<file path="src/rtl/vector_sequencer.sv">
// Clocked exhaustive-sweep checker for a small combinational block: steps every input vector,
// waits a settle time, compares the output to a truth table. Optional: VECSEQ_STOP_ON_FAIL_EN.
module vector_sequencer #(
    parameter int                    N_IN          = 3,
    parameter int                    SETTLE_CYCLES = 2,
    parameter logic [2**N_IN-1:0]    EXPECTED      = 8'b1001_0110
) (
    input  logic              clk,
    input  logic              reset_n,
    input  logic              start,
    input  logic              dut_y,
    output logic [N_IN-1:0]   dut_in,
    output logic              busy,
    output logic              done,
    output logic              pass,
    output logic [N_IN:0]     err_count,
    output logic [N_IN-1:0]   first_fail
);

    localparam int              CW       = (SETTLE_CYCLES > 1) ? $clog2(SETTLE_CYCLES) : 1;
    localparam logic [CW-1:0]   RELOAD   = CW'(SETTLE_CYCLES - 1);
    localparam logic [N_IN-1:0] LAST_VEC = '1;

    typedef enum logic [1:0] {S_IDLE, S_SETTLE, S_CHECK, S_FINISH} state_t;

    state_t            state_q, state_d;
    logic [N_IN-1:0]   vec_q, vec_d;
    logic [CW-1:0]     cnt_q, cnt_d;
    logic [N_IN:0]     err_q, err_d;
    logic [N_IN-1:0]   ff_q, ff_d;
    logic              pass_q, pass_d;
    logic              done_q, done_d;
    logic              mismatch;

    always_comb begin
        state_d  = state_q;
        vec_d    = vec_q;
        cnt_d    = cnt_q;
        err_d    = err_q;
        ff_d     = ff_q;
        pass_d   = pass_q;
        done_d   = 1'b0;
        mismatch = 1'b0;
        case (state_q)
            S_IDLE: begin
                if (start) begin
                    vec_d   = '0;
                    err_d   = '0;
                    ff_d    = '0;
                    pass_d  = 1'b0;
                    cnt_d   = RELOAD;
                    state_d = S_SETTLE;
                end
            end
            S_SETTLE: begin
                if (cnt_q == '0) state_d = S_CHECK;
                else             cnt_d   = cnt_q - 1'b1;
            end
            S_CHECK: begin
                mismatch = (dut_y != EXPECTED[vec_q]);
                if (mismatch) begin
                    err_d = err_q + 1'b1;
                    if (err_q == '0) ff_d = vec_q;
                end
`ifdef VECSEQ_STOP_ON_FAIL_EN
                if (mismatch || vec_q == LAST_VEC) begin
`else
                if (vec_q == LAST_VEC) begin
`endif
                    state_d = S_FINISH;
                end else begin
                    vec_d   = vec_q + 1'b1;
                    cnt_d   = RELOAD;
                    state_d = S_SETTLE;
                end
            end
            S_FINISH: begin
                // done and pass are registered, so they appear together one cycle after FINISH
                done_d  = 1'b1;
                pass_d  = (err_q == '0);
                state_d = S_IDLE;
            end
            default: state_d = S_IDLE;
        endcase
    end

    // NOTE: state registers use non-blocking assignments so every register samples pre-edge values.
    always_ff @(posedge clk) begin
        if (!reset_n) begin
            state_q <= S_IDLE;
            vec_q   <= '0;
            cnt_q   <= '0;
            err_q   <= '0;
            ff_q    <= '0;
            pass_q  <= 1'b0;
            done_q  <= 1'b0;
        end else begin
            state_q <= state_d;
            vec_q   <= vec_d;
            cnt_q   <= cnt_d;
            err_q   <= err_d;
            ff_q    <= ff_d;
            pass_q  <= pass_d;
            done_q  <= done_d;
        end
    end

    assign dut_in     = vec_q;
    assign busy       = (state_q == S_SETTLE) || (state_q == S_CHECK);
    assign done       = done_q;
    assign pass       = pass_q;
    assign err_count  = err_q;
    assign first_fail = ff_q;

endmodule
</file>
<file path="config.mk">
export PLATFORM = sky130hd
export DESIGN_NAME = vector_sequencer
export DESIGN_NICKNAME = d
export VERILOG_FILES = /design/src/rtl/vector_sequencer.sv
export SDC_FILE = /design/constraint.sdc
export NUM_CORES = 1
export LEC_CHECK = 0
export BUFFER_PORTS_ARGS = -buffer_cell sky130_fd_sc_hd__buf_2
export CELL_PAD_IN_SITES_DETAIL_PLACEMENT = 0
export CELL_PAD_IN_SITES_GLOBAL_PLACEMENT = 1
export CORE_MARGIN = 3
export CORE_UTILIZATION = 39
export DETAILED_ROUTE_END_ITERATION = 10
export GPL_TIMING_DRIVEN = 0
export PLACE_DENSITY_LB_ADDON = 0.1
export SLEW_MARGIN = 10
export SYNTH_ARGS = -nofsm -noshare
export SYNTH_HDL_FRONTEND = slang
export SYNTH_SLANG_ARGS = --single-unit
</file>
<file path="constraint.sdc">
create_clock -name clk -period 2.3 [get_ports clk]
set_clock_uncertainty 0.2 [all_clocks]
set_input_delay 0.115 -clock clk [delete_from_list [all_inputs] [get_ports clk]]
set_output_delay 0.115 -clock clk [all_outputs]
set_load 0.02 [all_outputs]
</file>
==> flow_metrics.py, run 1 <==
metrics = {
    "route": {
        "routedWlPerCell_um": 12.3,
        "route.vias.total": 704,
        "postRouteAntennaNets": 0,
        "wirelength_um": 1760,
        "vias_per_cell": 4.92,
        "drc": 0,
        "drt_iter0_drc": 17,
        "dr.pass1.iters": 4,
    },
    "logic_synthesis": {
        "yosysUniqueCellTypes": 29,
        "yosysWarnings": 0,
        "yosysSeqAreaShare_pct": 38.2,
        "syn_nets": 107,
        "ys_ff_latch": 16,
        "syn_inst": 95,
        "avgSynthCellArea_um2": 8.82,
        "syn-cell-area_um2": 838,
    },
    "finish": {
        "fill_cells": 203,
        "drive_gt1_share_pct": 25.0,
        "utilization_pct": 50.6,
        "instances_no_fill": 143,
        "syn_to_final_growth_pct": 20.9,
        "final_cell_area_um2": 1010,
        "final_nets": 129,
        "antenna-diode-count": 0,
    },
    "grt": {
        "grt_max_degree": 11,
        "grt_pass1_wl_um": 3090,
        "gr-total-overflow": 0,
        "grt_pass1_vias": 691,
        "track_usage_pct": 15.7,
        "antenna_found_initial": 0,
    },
    "pwr": {
        "power.share.sequential_pct": 38.2,
        "p_comb_share_pct": 41.3,
        "p_sw_share_pct": 39.6,
        "power_frac_clock_pct": 20.5,
        "vdd.ir_drop.worst_mv": 0.610,
        "internal_power_uw": 556,
        "switchingPower_uw": 365,
        "power_uw": 920,
        "power.density_nw_per_um2": 908,
        "p_leak_nw": 0.432,
    },
    "floorplanning": {
        "dieArea_um2": 2740,
        "pin_count": 17,
        "die_w_um": 52.4,
        "start_util_pct": 41.9,
        "core_area_um2": 2000,
        "die_y_um": 52.4,
        "rows": 16,
    },
    "place": {
        "post-place-ws_ps": 75.8,
        "dpl.cell_count": 138,
        "placed_cell_area_um2": 952,
        "gp_congestion": 0.741,
        "numPortBuffers": 16,
        "hpwl_um": 1300,
    },
    "status": {
        "status": "completed",
    },
    "worst_setup_path": {
        "critPathKind": "reg2reg",
        "cp_max_fo": 7,
        "cp-start-kind": "flip-flop",
        "critPathCaptureType": "flip-flop",
        "cp.required_ps": 2280,
        "cp.arrival_ps": 2140,
    },
    "timing": {
        "fin_tns_setup_ps": 0,
        "fin_ws_ps": 140,
        "finalCriticalPeriod_ps": 2160,
        "maxSlewHeadroom_pct": 56.8,
        "slew_viol_final": 0,
        "tightestPinTransition_ps": 646,
        "finalHoldViolCount": 0,
        "rsz0062_at_grt": "false",
        "hold_ws_ps": 58.0,
        "fmax_mhz": 463,
        "finalSetupViolCount": 0,
        "period_share_pct": 93.9,
    },
    "clock_tree": {
        "clk_latency_ps": 290,
        "h-tree-depth": 1,
        "root_buffer": "clkbuf_4",
        "cts.sink_count": 16,
        "cts_tree": "yes",
        "clockBufferDepth": 2,
        "cts.clk_slew.worst_paths_ps": 100,
        "cts_made_buffers": 3,
    },
    "hold_path": {
        "hold_class": "in2reg",
    },
    "flow_run": {
        "max_cap_violations": 0,
    },
}
==> registers in the layout, summed over array words and instances, names as in the netlist, named ones only <==
signal and count:
err_count 4, dut_in 3, first_fail 3, state_q 2, cnt_q 1, done 1
pass 1
==> power by group through the flow <==
stage / Clock (mW) / Combinational (mW) / Sequential (mW)
after floorplan: 0 / 0.264 / 0.360
after global placement: 0 / 0.352 / 0.355
after detailed placement: 0 / 0.351 / 0.356
after CTS: 0.198 / 0.356 / 0.349
after global routing: 0.214 / 0.435 / 0.357
final: 0.189 / 0.380 / 0.351
==> logic make-up (layout without fill, tap and decap cells) <==
logic type               after synthesis  count (layout)  share of synthesized area, %
AO/OA/AOI/OAI                         23              23                          19.0
AND/OR/NAND/NOR                       32              32                          19.0
buffers and inverters                  9              30                          4.03
flip-flops                            16              16                          38.2
XOR/XNOR                               4               4                          4.18
adder cells (fa/ha/maj)                8               8                          11.9
multiplexers                           3               3                          3.73
==> synthesized netlist by cell type (all sizes together) <==
master	number	area share, %
ha	8	12
nor3b	1	0.90
mux2	1	1.3
xnor2	2	2.1
or2	1	0.75
a221oi	1	1.0
clkbuf	2	0.90
a311oi	1	1.0
nor2	9	4.0
nand4	4	3.0
nand2b	3	2.2
nand2	9	4.0
o21a	2	1.8
and2	2	1.5
nor4	1	0.75
a32oi	1	1.0
inv	7	3.1
a211oi	1	0.90
mux2i	2	2.4
and2b	1	1.2
a22oi	3	3.9
dfxtp	16	38
o21ai	6	4.0
xor2	2	2.1
nand3	1	0.60
a21oi	8	5.2
==> what timing repair did <==
action                                  4_1_cts  5_1_grt
gates resized for setup                       0        6
endpoints found under the setup margin        0        5
endpoints found under the hold margin         5        0
buffers inserted                              0        0
hold buffers                                  1        0
==> placed cells by master, fill, tap and decap left out, types with 3 or more instances in the layout <==
cell and instances:
a21oi_1 7, buf_2 16, clkbuf_4 3, dfxtp_1 15
ha_1 8, inv_1 7, nand2_1 9, nand2b_1 3
nand4_1 4, nor2_1 9, o21ai_0 4
==> final cells by class <==
class                      instances  area [um2]  share of cell area (%)
tap                               27        33.8                    3.33
buffer                             2        8.76                   0.864
clock buffer                       4        36.3                    3.58
inverter                           7        26.3                    2.59
multi-input combinational         70         497                    49.0
timing repair buffer              17        90.1                    8.89
sequential                        16         322                    31.7
==> worst paths after layout <==
check                     start       endpoint  depth (start not counted)  slack (ps)
setup reg to reg     state_q[1]      flip-flop                          7         140
hold / removal            start   err_count[2]                          4          60
setup / recovery     state_q[1]      flip-flop                          7         140
hold reg to reg   first_fail[2]  first_fail[2]                          2         250
==> routing by layer <==
metal  share of wire, %  wire length (um)  GRT usage [%]
met5                  0                 0              0
met2                 45               793           25.2
met4                1.0                18           5.11
met3                5.8               102           5.98
met1                 48               850           19.0
==> critical path: stages, from the launching register on <==
cell	delay, ps
dfxtp_1	420
inv_1	90
ha_1	290
and2b_4	240
o21ai_0	210
a22oi_2	100
xnor2_1	170
mux2_1	330
Note: power is estimated with default switching activity, not from simulation.
==> inputs of run 2 (changes only) <==
Settings changed: CELL_PAD_IN_SITES_DETAIL_PLACEMENT 0 to unset, CELL_PAD_IN_SITES_GLOBAL_PLACEMENT 1 to unset, CORE_UTILIZATION 39 to 50, PLACE_DENSITY set to 0.74, PLACE_DENSITY_LB_ADDON 0.1 to unset.
==> flow_metrics.py, run 2 (same netlist as run 1, synthesis figures left out) <==
metrics = {
    "grt": {
        "grt_pass1_vias": 725,
        "grt_pass1_wl_um": 3040,
        "track_usage_pct": 19.5,
        "gr-total-overflow": 0,
        "antenna_found_initial": 0,
        "grt_max_degree": 11,
    },
    "timing": {
        "maxSlewHeadroom_pct": 59.2,
        "slew_viol_final": 0,
        "rsz0062_at_grt": "false",
        "tightestPinTransition_ps": 611,
        "fin_tns_setup_ps": 0,
        "finalCriticalPeriod_ps": 2130,
        "fmax_mhz": 469,
        "fin_ws_ps": 169,
        "finalHoldViolCount": 0,
        "finalSetupViolCount": 0,
        "period_share_pct": 92.7,
    },
    "worst_setup_path": {
        "max_stage_delay_ps": 390,
        "cp.required_ps": 2290,
        "crit_family": "multiplexers",
        "crit_slowest_cell": "mux2i_2",
        "cp-start-kind": "flip-flop",
        "crit_chain": "inv_1 -> ha_1 -> mux2i_2 -> a22oi_2 -> xnor2_1 -> mux2_1",
        "cp.arrival_ps": 2120,
        "worst-path-buf-inv": 1,
        "cp_max_fo": 6,
        "critPathCaptureType": "flip-flop",
        "critPathKind": "reg2reg",
    },
    "status": {
        "status": "completed",
    },
    "clock_tree": {
        "h-tree-depth": 1,
        "clk_latency_ps": 290,
        "cts.sink_count": 16,
        "root_buffer": "clkbuf_4",
        "clockBufferDepth": 2,
        "postCtsSetupBuffers": 0,
        "cts.clk_slew.worst_paths_ps": 90,
        "cts_tree": "yes",
        "cts_made_buffers": 3,
    },
    "floorplanning": {
        "core_area_um2": 1540,
        "start_util_pct": 54.4,
        "die_w_um": 46.9,
        "die_y_um": 46.9,
        "pin_count": 17,
        "dieArea_um2": 2200,
        "rows": 14,
    },
    "route": {
        "dr.pass1.iters": 4,
        "route.vias.total": 742,
        "vias_per_cell": 5.62,
        "wirelength_um": 1790,
        "postRouteAntennaNets": 0,
        "drt_iter0_drc": 12,
        "drc": 0,
        "routedWlPerCell_um": 13.6,
    },
    "finish": {
        "antenna-diode-count": 0,
        "syn_to_final_growth_pct": 18.5,
        "largest_reg_flops": 4,
        "final_common_cell": "buf_2",
        "instances_no_fill": 132,
        "drive_gt1_share_pct": 25.9,
        "final_cell_area_um2": 993,
        "final_cell_mix": "buf_2, dfxtp_1, nand2_1, nor2_1",
        "final_nets": 129,
        "fill_cells": 135,
    },
    "pwr": {
        "power.density_nw_per_um2": 910,
        "p_leak_nw": 0.424,
        "power_uw": 904,
        "vdd.ir_drop.worst_mv": 0.632,
    },
    "hold_path": {
        "hold_class": "in2reg",
    },
    "place": {
        "numPortBuffers": 16,
        "dpl.cell_count": 127,
        "gp_congestion": 0.767,
        "placed_cell_area_um2": 938,
        "hpwl_um": 1370,
        "post-place-ws_ps": 105,
    },
    "flow_run": {
        "max_cap_violations": 0,
    },
}
run 2: cell counts in the layout (fill, tap and decap cells not counted):
No cell type changed its count.
run 2: power breakdown:
group / total [mW] / switching, mW / leakage, nW / internal, mW
registers: 0.353 / 0.0368 / 0.130 / 0.316
logic: 0.364 / 0.230 / 0.273 / 0.134
clock network: 0.188 / 0.0910 / 0.0210 / 0.0965
run 2: area by class of cell:
| class | count | area (um2) | share of cell area [%] |
|---|---|---|---|
| Tap cell | 16 | 20.0 | 2.02 |
| Timing Repair Buffer | 17 | 90.1 | 9.07 |
| Multi-Input combinational cell | 70 | 490 | 49.4 |
| Clock buffer | 4 | 36.3 | 3.65 |
| Sequential cell | 16 | 323 | 32.5 |
| Inverter | 7 | 26.3 | 2.64 |
| Buffer | 2 | 7.51 | 0.756 |
run 2: per-layer routing:
metal / global-route usage [%] / part of all wire [%] / up-vias
met4: 8.84 / 1.7 / 0
met5: 0 / 0 / -
met3: 3.07 / 4.3 / 4
met2: 33.9 / 49 / 19
li1: - / - / 374
met1: 23.4 / 45 / 345
run 2: stage by stage:
| stage | utilization [%] | hold WS (ps) |
|---|---|---|
| floorplan | - | 32.5 |
| global placement | 60.9 | 175 |
| detailed placement | 60.9 | 195 |
| CTS | 63.9 | 37.1 |
| global route | 64.4 | 75.1 |
| finish | 64.4 | 55.8 |
run 2: repair_timing:
action,in CTS,in global routing
endpoints found under the hold margin,5,0
gates resized for setup,0,4
setup endpoints to repair,0,1
hold buffers,1,0
run 2: final timing paths:
kind | startpoint | to | slack, ps | cells past startpoint
setup / recovery | state_q[0] | flip-flop | 170 | 6
hold / removal | start | pass | 60 | 4
setup reg to reg | state_q[0] | flip-flop | 170 | 6
hold reg to reg | first_fail[1] | first_fail[1] | 270 | 2
run 2: worst min-delay path: cells and delay by family:
| kind | cells | cell delay (ps) |
|---|---|---|
| AO/OA/AOI/OAI | 2 | 200 |
| buffers and inverters | 1 | 130 |
| AND/OR/NAND/NOR | 1 | 70 |
==> inputs of run 3 (changes only) <==
Settings changed: REMOVE_ABC_BUFFERS set to 1.
==> flow_metrics.py, run 3 (same netlist as run 1, synthesis figures left out) <==
metrics = {
    "clock_tree": {
        "root_buffer": "clkbuf_4",
        "clk_latency_ps": 280,
        "h-tree-depth": 1,
        "clockBufferDepth": 2,
        "cts.sink_count": 16,
        "cts_tree": "yes",
        "cts.clk_slew.worst_paths_ps": 90,
        "cts_made_buffers": 3,
    },
    "route": {
        "route.vias.total": 713,
        "postRouteAntennaNets": 0,
        "wirelength_um": 1650,
        "drt_iter0_drc": 7,
        "vias_per_cell": 5.53,
        "drc": 0,
        "routedWlPerCell_um": 12.8,
        "dr.pass1.iters": 4,
    },
    "status": {
        "status": "completed",
    },
    "floorplanning": {
        "core_area_um2": 1540,
        "die_w_um": 46.9,
        "rows": 14,
        "start_util_pct": 54.4,
        "die_y_um": 46.9,
        "dieArea_um2": 2200,
        "pin_count": 17,
    },
    "timing": {
        "finalSetupViolCount": 0,
        "fin_ws_ps": 168,
        "period_share_pct": 92.7,
        "finalHoldViolCount": 0,
        "rsz0062_at_grt": "false",
        "maxSlewHeadroom_pct": 55.9,
        "slew_viol_final": 0,
        "tightestPinTransition_ps": 660,
        "hold_ws_ps": 35.1,
        "fmax_mhz": 469,
        "finalCriticalPeriod_ps": 2130,
    },
    "hold_path": {
        "hold_path_depth": 4,
        "hold_class": "in2reg",
    },
    "worst_setup_path": {
        "cp.required_ps": 2280,
        "cp-start-kind": "flip-flop",
        "max_stage_delay_ps": 380,
        "critPathKind": "reg2reg",
        "cp_max_fo": 7,
        "cp.arrival_ps": 2110,
        "crit_path_frequent_cell": "ha_1",
        "reg2regPathDepth": 7,
        "critPathCaptureType": "flip-flop",
        "crit_chain": "ha_1 -> ha_1 -> or2_2 -> o21ai_0 -> a22oi_1 -> and2_1 -> mux2_1",
        "crit_slowest_cell": "dfxtp_1",
    },
    "place": {
        "placed_cell_area_um2": 931,
        "hpwl_um": 1220,
        "numPortBuffers": 16,
        "gp_congestion": 0.783,
        "post-place-ws_ps": -18.4,
    },
    "pwr": {
        "vdd.ir_drop.worst_mv": 0.732,
        "power.density_nw_per_um2": 883,
        "p_leak_nw": 0.415,
        "power_uw": 856,
    },
    "grt": {
        "grt_pass1_vias": 634,
        "track_usage_pct": 17.1,
        "grt_max_degree": 15,
        "gr-total-overflow": 0,
        "antenna_found_initial": 0,
        "grt_pass1_wl_um": 2700,
    },
    "finish": {
        "fill_cells": 143,
        "syn_to_final_growth_pct": 15.7,
        "regArea_um2": 320,
        "multi_input_area_um2": 490,
        "final_cell_mix": "dfxtp_1, buf_2, nand2_1, nor2_1",
        "final_nets": 127,
        "drive_gt1_share_pct": 23.9,
        "largest_reg_flops": 4,
        "antenna-diode-count": 0,
        "final_cell_area_um2": 970,
    },
    "flow_run": {
        "max_cap_violations": 0,
    },
}
-- run 3: worst paths after layout --
kind	slack (ps)	from	end
min	40	start	err_count[3]
min reg2reg	260	first_fail[1]	first_fail[1]
max	170	dut_in[0]	flip-flop
max reg2reg	170	dut_in[0]	flip-flop
-- run 3: through the flow --
stage	TNS [ps]	util, %	std cells
after CTS	0	62.7	129
after global placement	-4.28	60.4	125
after detailed placement	-62.4	60.4	125
after floorplan	0	-	93
final	0	62.9	129
after global routing	0	62.9	129
-- run 3: routing by layer --
| layer | global-route usage, % | vias up | part of all wire [%] |
|---|---|---|---|
| li1 | - | 366 | - |
| met1 | 22.2 | 324 | 50 |
| met2 | 27.1 | 18 | 43 |
| met3 | 2.30 | 5 | 4.5 |
| met4 | 9.94 | 0 | 2.5 |
| met5 | 0 | - | 0 |
-- run 3: final cells by class --
type / instances / area share (%)
inverter: 7 / 2.71
tap: 16 / 2.06
timing repair buffer: 17 / 9.29
multi-input combinational: 70 / 50.6
sequential: 16 / 33.0
clock buffer: 3 / 2.32
-- run 3: critical path, delay by kind of cell, from the launching register on --
kind / cells / cell delay [ps]
mux: 1 / 260
fa+ha+maj: 2 / 470
flops: 1 / 380
compound gates: 2 / 250
simple gates: 2 / 460
-- run 3: power by group --
group          total [mW]  switching (mW)  internal, mW
clock               0.147          0.0864        0.0609
combinational       0.360           0.226         0.134
sequential          0.349          0.0363         0.313
total               0.856           0.349         0.507
-- run 3: what timing repair did --
action,4_1_cts,5_1_grt
gates resized for setup,1,1
hold endpoints to repair,4,0
setup endpoints to repair,4,6
hold buffers,1,0
pin swaps,0,0
setup buffers,0,0
